File: src/rtl/player_sprite_engine.sv
// Player sprite engine: animation FSM (idle/walk/hit-blink), per-frame position latch,
// and a two-stage pipeline turning the VGA beam position into a sprite-sheet ROM address.
module player_sprite_engine #(
  parameter int SPR_W     = 10,
  parameter int SPR_H     = 10,
  parameter int FRAMES    = 4,
  parameter int N_SKIN    = 3,
  parameter int SHEET_W   = 360,
  parameter int AW        = 17,
  parameter int TICK_DIV  = 2500000,
  parameter int HIT_TICKS = 8
) (
  input  logic          clk,
  input  logic          rst,
  input  logic          en,
  input  logic [9:0]    h_cnt,
  input  logic [9:0]    v_cnt,
  input  logic [8:0]    pos_x,
  input  logic [8:0]    pos_y,
  input  logic [1:0]    skin,
  input  logic          facing_left,
  input  logic          moving,
  input  logic          hit,
  output logic [AW-1:0] pixel_addr,
  output logic          is_object,
  output logic [1:0]    anim_state
);

  localparam int CXW = (SPR_W > 1) ? $clog2(SPR_W) : 1;
  localparam int RYW = (SPR_H > 1) ? $clog2(SPR_H) : 1;
  localparam int FW  = (FRAMES > 1) ? $clog2(FRAMES) : 1;
  localparam int HW  = (HIT_TICKS > 1) ? $clog2(HIT_TICKS) : 1;
  localparam int TW  = $clog2(TICK_DIV);

  typedef enum logic [1:0] {
    IDLE = 2'd0,
    WALK = 2'd1,
    HIT  = 2'd2
  } state_t;

  state_t        state, state_n;
  logic [FW-1:0] frame, frame_n;
  logic [HW-1:0] hit_left, hit_left_n;
  logic          blink, blink_n;
  logic [TW-1:0] tick_cnt;
  logic          tick;

  assign tick       = (tick_cnt == TW'(TICK_DIV - 1));
  assign anim_state = state;

  always_ff @(posedge clk or posedge rst) begin
    if (rst) tick_cnt <= '0;
    else     tick_cnt <= tick ? '0 : tick_cnt + TW'(1);
  end

  always_ff @(posedge clk or posedge rst) begin
    if (rst) begin
      state    <= IDLE;
      frame    <= '0;
      hit_left <= '0;
      blink    <= 1'b0;
    end else begin
      state    <= state_n;
      frame    <= frame_n;
      hit_left <= hit_left_n;
      blink    <= blink_n;
    end
  end

  // A hit overrides everything, including a tick arriving in the same clock.
  always_comb begin
    state_n    = state;
    frame_n    = frame;
    hit_left_n = hit_left;
    blink_n    = blink;
    if (hit) begin
      state_n    = HIT;
      hit_left_n = HW'(HIT_TICKS - 1);
      blink_n    = 1'b0;
    end else begin
      case (state)
        IDLE: begin
          frame_n = '0;
          if (moving) state_n = WALK;
        end
        WALK: begin
          if (!moving) begin
            state_n = IDLE;
            frame_n = '0;
          end else if (tick) begin
            frame_n = (frame == FW'(FRAMES - 1)) ? '0 : frame + FW'(1);
          end
        end
        HIT: begin
          if (tick) begin
            blink_n = ~blink;
            if (hit_left == '0) begin
              if (moving) begin
                state_n = WALK;
              end else begin
                state_n = IDLE;
                frame_n = '0;
              end
            end else begin
              hit_left_n = hit_left - HW'(1);
            end
          end
        end
        default: begin
          state_n = IDLE;
          frame_n = '0;
        end
      endcase
    end
  end

  // Shadow copy of the player, refreshed once per frame at the start of vblank.
  logic [8:0] sh_x, sh_y;
  logic [1:0] sh_skin;
  logic       sh_left, sh_valid;
  logic [1:0] skin_c;

  assign skin_c = (int'(skin) >= N_SKIN) ? 2'd0 : skin;

  always_ff @(posedge clk or posedge rst) begin
    if (rst) begin
      sh_x     <= '0;
      sh_y     <= '0;
      sh_skin  <= '0;
      sh_left  <= 1'b0;
      sh_valid <= 1'b0;
    end else if (v_cnt == 10'd480 && h_cnt == 10'd0) begin
      sh_x     <= pos_x;
      sh_y     <= pos_y;
      sh_skin  <= skin_c;
      sh_left  <= facing_left;
      sh_valid <= 1'b1;
    end
  end

  // Stage 1: box test and in-sprite coordinates, 10-bit sums so the box never wraps.
  logic [9:0]     x10, y10, lx10, ly10;
  logic           active, in_box, draw;
  logic [CXW-1:0] cx_raw, cx;
  logic [RYW-1:0] ry;

  always_comb begin
    x10    = {1'b0, h_cnt[9:1]};
    y10    = {1'b0, v_cnt[9:1]};
    lx10   = {1'b0, sh_x};
    ly10   = {1'b0, sh_y};
    active = (h_cnt < 10'd640) && (v_cnt < 10'd480);
    in_box = active
          && (x10 >= lx10) && (x10 < lx10 + 10'(SPR_W))
          && (y10 >= ly10) && (y10 < ly10 + 10'(SPR_H));
    draw   = en & sh_valid & in_box;
    cx_raw = CXW'(x10 - lx10);
    cx     = sh_left ? (CXW'(SPR_W - 1) - cx_raw) : cx_raw;
    ry     = RYW'(y10 - ly10);
  end

  logic           s1_draw, s1_blank;
  logic [CXW-1:0] s1_cx;
  logic [RYW-1:0] s1_ry;
  logic [FW-1:0]  s1_frame;
  logic [1:0]     s1_skin;

  always_ff @(posedge clk or posedge rst) begin
    if (rst) begin
      s1_draw  <= 1'b0;
      s1_blank <= 1'b0;
      s1_cx    <= '0;
      s1_ry    <= '0;
      s1_frame <= '0;
      s1_skin  <= '0;
    end else begin
      s1_draw  <= draw;
      s1_blank <= (state == HIT) & blink;
      s1_cx    <= cx;
      s1_ry    <= ry;
      s1_frame <= frame;
      s1_skin  <= sh_skin;
    end
  end

  // Stage 2: sheet address; a blanked pixel keeps its address but drops is_object.
  logic [AW-1:0] addr_c;

  assign addr_c = (AW'(s1_ry) + AW'(s1_skin) * AW'(SPR_H)) * AW'(SHEET_W)
                + AW'(s1_frame) * AW'(SPR_W) + AW'(s1_cx);

  always_ff @(posedge clk or posedge rst) begin
    if (rst) begin
      pixel_addr <= '0;
      is_object  <= 1'b0;
    end else if (s1_draw) begin
      pixel_addr <= addr_c;
      is_object  <= ~s1_blank;
    end else begin
      pixel_addr <= '0;
      is_object  <= 1'b0;
    end
  end

endmodule

File: config.mk
export PLATFORM = sky130hd
export DESIGN_NAME = player_sprite_engine
export DESIGN_NICKNAME = d
export VERILOG_FILES = /design/src/rtl/player_sprite_engine.sv
export SDC_FILE = /design/constraint.sdc
export NUM_CORES = 1
export LEC_CHECK = 0
export ABC_AREA = 1
export CORE_MARGIN = 3
export CORE_UTILIZATION = 55
export CTS_CLUSTER_DIAMETER = 50
export DETAILED_ROUTE_END_ITERATION = 8
export PLACE_DENSITY = 0.86
export SYNTH_ARGS = -nofsm -noshare
export SYNTH_HDL_FRONTEND = slang
export SYNTH_SLANG_ARGS = --single-unit
File: constraint.sdc
create_clock -name clk -period 7.7 [get_ports clk]
set_clock_uncertainty 0.15 [all_clocks]
set_input_delay 1.54 -clock clk [delete_from_list [all_inputs] [get_ports clk]]
set_output_delay 1.54 -clock clk [all_outputs]
set_load 0.02 [all_outputs]
==> metrics.log <==
INFO  metric cts_max_level = 3
INFO  metric worst_r2r_path_depth = 18
INFO  metric edff_count_synth = 0
INFO  metric pwr_density_cell = 134 nW/um^2
INFO  metric final_net_count = roughly 960
INFO  metric power.switching_fraction = a little under a third
INFO  metric yosysTopAreaCell = sky130_fd_sc_hd__dfrtp_1
INFO  metric post_synthesis_cell_area = 6030 sq um
INFO  metric cp_top_family = adder cells
INFO  metric m1WireLength = 5520 um
INFO  metric antenna-diode-count = 0
INFO  metric hold_viol = 0
INFO  metric drt-wirelength-per-cell = 12.4 um
INFO  metric route.met2.wl = 5830 um
INFO  metric mean_instance_size_in_the_synthesized_netlist = 7.94 sq um
INFO  metric die_width = 111 um
INFO  metric ir_worst_vdd = 0.0000918 V
INFO  metric place.detailed.hpwl = about 9500 um
INFO  metric grt_pass1_vias = 4901
INFO  metric reg2reg_slack = 3.46 ns
INFO  metric cp.required = 7.84 ns
INFO  metric drtAntennaViolNets = 0
INFO  metric critical_path.max_fanout = 4
INFO  metric fin_crit = approximately 4.2 ns
INFO  metric core_area = about 11000 sq um
INFO  metric post_synth_most_frequent_cells = sky130_fd_sc_hd__nand2_1 (156), sky130_fd_sc_hd__inv_1 (134), sky130_fd_sc_hd__dfrtp_1 (84), sky130_fd_sc_hd__ha_1 (69), sky130_fd_sc_hd__nor2_1 (68)
INFO  metric ctsLongestPathBuffers = 2
INFO  metric relSlewSlack = 32.0%
INFO  metric synth.most_common_cell = sky130_fd_sc_hd__nand2_1
INFO  metric synth_largest_type_area_fraction = between 30% and 40%
INFO  metric drv.max_cap_violation_count = 0
INFO  metric cp.depth = 18
INFO  metric report.final.setup_viol = 0
INFO  metric syn_nets = 888
INFO  metric global_route_wire_length_before_repair = 21300 um
INFO  metric reg_to_reg_endpoint = pixel_addr[14]
INFO  metric leakagePower = 3.48 nW
INFO  metric final_sum_of_negative_setup_slack = 0 ns
INFO  metric routed_wirelength = between 10000 and 15000 um
INFO  metric synth.top_cells.by_area = sky130_fd_sc_hd__dfrtp_1 (35%), sky130_fd_sc_hd__ha_1 (14%), sky130_fd_sc_hd__nand2_1 (9.7%)
INFO  metric global_route.usage.total = 20.5%
INFO  metric chipHeight = 111 um
INFO  metric n_fill_cell = ~840
INFO  metric slew_viol_final = 0
INFO  metric dr_wl_met3 = approximately 440 um
INFO  metric power.share.combinational = approximately 20%
INFO  metric synth.ff_latch_count = 84
INFO  metric cts.sink_count = 84
INFO  metric run_status = completed
INFO  metric ios = 66
INFO  metric post_route_cells_drive_above_1_share = 5.15%
INFO  metric share_seq_of_total_power = a little under half
INFO  metric floorplan.rows = 37
INFO  metric detailedRoute.firstIterationViolations = roughly 270
INFO  metric crit_end_element = flop
INFO  metric top_signal_layer_used = met4
INFO  metric drt_pass1_iterations = 5
INFO  metric holdCritPathClass = reg2reg
INFO  metric timing.critical_path.buf_inv = 3
INFO  metric port_buffers = 65
INFO  metric cp-endpoint = pixel_addr[14]
INFO  metric timing.critical_path.mode_cell = sky130_fd_sc_hd__nor2_1
INFO  metric cp.arrival = 4.38 ns
INFO  metric cts_tree = done
INFO  metric starting_utilization_of_the_core_area = 57.4%
INFO  metric net-switching-power = between 200 and 300 uW
INFO  metric root_buffer = sky130_fd_sc_hd__clkbuf_8
INFO  metric cts.clk_slew.worst_paths = roughly 0.09 ns
INFO  metric main_flop_type_after_synthesis = sky130_fd_sc_hd__dfrtp_1
INFO  metric pin_count_of_the_biggest_net_entering_global_routing = 85
INFO  metric tritoncts.num_buffers = 9
INFO  metric max_clock_freq = between 0.2 and 0.25 GHz
INFO  metric p_int = 652 uW
INFO  metric design.die.area = 12300 sq um
INFO  metric worst_path_largest_cell_delay = 0.60 ns
INFO  metric netlist_instances = 760
INFO  metric worstReg2RegStart = s1_skin[0]
INFO  metric crit_slowest_cell = sky130_fd_sc_hd__fa_1
INFO  metric rsz0062_at_grt = false
INFO  metric initial_antenna_violation_count = 0
INFO  metric crit_type = reg2reg
INFO  metric post_layout_nonfiller_instances = 971
INFO  metric worstSkewPairLatency = 0.36 ns
INFO  metric vias = 5030
INFO  metric cts_hold_buffers = 0
INFO  metric gpl.final_weighted_congestion = about 0.93
INFO  metric worst_slew_pin_slew = 1.02 ns
INFO  metric worstPathCellList = ha_1 -> fa_1 -> nand2_1 -> a21boi_0 -> ha_1 -> ha_1 -> inv_1 -> fa_1 -> inv_1 -> fa_1 -> inv_1 -> nor2_1 -> nand3_2 -> nor2_2 -> nand2_1 -> nor2_1 -> nor2_1 -> nor2_1
INFO  metric drt_drc_violations_left = 0
INFO  metric detail_route.vias_per_cell = 5.18
INFO  metric clk_pwr_share = roughly 32%
INFO  metric worst_setup_path_start_kind = flop
INFO  metric post_synth_num_cell_types = 41
INFO  metric area_growth = 16.2%
INFO  metric synth_async_sr_flop_share = 100%
INFO  metric placed_cells_incl_taps = 955
INFO  metric seq_area_frac_synth = 34.8%
INFO  metric yosysWarnings = 0
INFO  metric cts_setup_buffers = 0
INFO  metric grt_remaining_overflow = 0
INFO  metric ctsResizeCount = 0
INFO  metric setup.worst_path.start = s1_skin[0]
INFO  metric final_min_period_over_clock_period = 55.1%
==> per-layer routing <==
layer	vias up	global-route usage, %
met5	-	0
met4	0	6.32
met3	19	2.89
met2	110	35.9
met1	2326	26.2
li1	2575	-
==> sequential cells by signal (all words and copies together), names as in the netlist <==
register and count:
tick_cnt 22, pixel_addr 17, sh_x 9, sh_y 9
s1_cx 4, s1_ry 4, hit_left 3, anim_state 2
frame 2, s1_frame 2, s1_skin 2, sh_skin 2
blink 1, is_object 1, s1_blank 1, s1_draw 1
sh_left 1, sh_valid 1
==> layout make-up <==
class,instances,area [sq um],share of cell area (%)
multi-input combinational,531,3370,48.1
clock inverter,6,47.5,0.678
sequential,84,2100,30.0
inverter,137,515,7.35
timing repair buffer,67,666,9.49
tap,136,170,2.43
clock buffer,10,138,1.96
==> cell families (layout without fill, tap and decap cells) <==
kind of cell | Yosys count | count (layout) | share of synthesized area (%)
compound gates | 85 | 85 | 7.90
fa+ha+maj | 82 | 82 | 18.6
buf+inv | 145 | 220 | 9.27
other cells | 1 | 1 | 0.0622
simple gates | 331 | 331 | 24.5
xor+xnor | 32 | 32 | 4.77
flops | 84 | 84 | 34.8
==> worst min-delay path by stage <==
stage	slack, ns	cells after the start	to	start
2_1_floorplan	0.20	0	s1_skin[0]	sh_skin[0]
3_3_place_gp	0.23	0	s1_skin[1]	sh_skin[1]
3_5_place_dp	0.24	0	s1_skin[1]	sh_skin[1]
4_1_cts	0.26	0	s1_skin[1]	sh_skin[1]
5_1_grt	0.28	0	s1_skin[1]	sh_skin[1]
6_report	0.26	0	s1_skin[1]	sh_skin[1]
==> power by group through the flow <==
stage          registers (mW)  logic (mW)  clock network, mW
6_report                0.447       0.189              0.300
5_1_grt                 0.448       0.219              0.323
4_1_cts                 0.447       0.191              0.304
3_5_place_dp            0.456       0.189                  0
3_3_place_gp            0.456       0.183                  0
2_1_floorplan           0.457       0.130                  0
==> per-stage QoR <==
stage | instance area [sq um] | setup WS [ns] | util, % | hold WS (ns) | power, mW
detailed placement | 6830 | 3.46 | 64.9 | 0.240 | 0.645
global placement | 6830 | 3.54 | 64.9 | 0.227 | 0.639
finish | 7010 | 3.46 | 66.7 | 0.265 | 0.936
floorplan | 6030 | 3.71 | - | 0.204 | 0.586
CTS | 7010 | 3.44 | 66.7 | 0.260 | 0.943
global route | 7010 | 3.05 | 66.7 | 0.275 | 0.991
==> cells in the final DEF, fill, tap and decap left out, types with 3 or more instances in the layout <==
| cell | synthesis | routed |
|---|---|---|
| sky130_fd_sc_hd__xnor2_1 | 6 | 6 |
| sky130_fd_sc_hd__nand3_1 | 38 | 38 |
| sky130_fd_sc_hd__nand4_1 | 22 | 22 |
| sky130_fd_sc_hd__nor3_1 | 15 | 15 |
| sky130_fd_sc_hd__inv_2 | 3 | 3 |
| sky130_fd_sc_hd__nand2_1 | 156 | 156 |
| sky130_fd_sc_hd__clkdlybuf4s50_1 | 0 | 65 |
| sky130_fd_sc_hd__nor2_2 | 3 | 3 |
| sky130_fd_sc_hd__inv_1 | 134 | 133 |
| sky130_fd_sc_hd__nand3b_1 | 5 | 5 |
| sky130_fd_sc_hd__clkinvlp_4 | 0 | 3 |
| sky130_fd_sc_hd__nand2_2 | 8 | 8 |
| sky130_fd_sc_hd__clkbuf_8 | 0 | 10 |
| sky130_fd_sc_hd__xor2_1 | 25 | 25 |
| sky130_fd_sc_hd__ha_1 | 69 | 69 |
| sky130_fd_sc_hd__nor2_1 | 68 | 68 |
| sky130_fd_sc_hd__nor4_1 | 6 | 6 |
| sky130_fd_sc_hd__o21ai_1 | 25 | 25 |
| sky130_fd_sc_hd__a211oi_1 | 3 | 3 |
| sky130_fd_sc_hd__dfrtp_1 | 84 | 84 |
| sky130_fd_sc_hd__a21oi_1 | 30 | 30 |
| sky130_fd_sc_hd__o21ai_0 | 17 | 17 |
| sky130_fd_sc_hd__fa_1 | 13 | 13 |
Note: power is estimated with default switching activity, not from simulation.
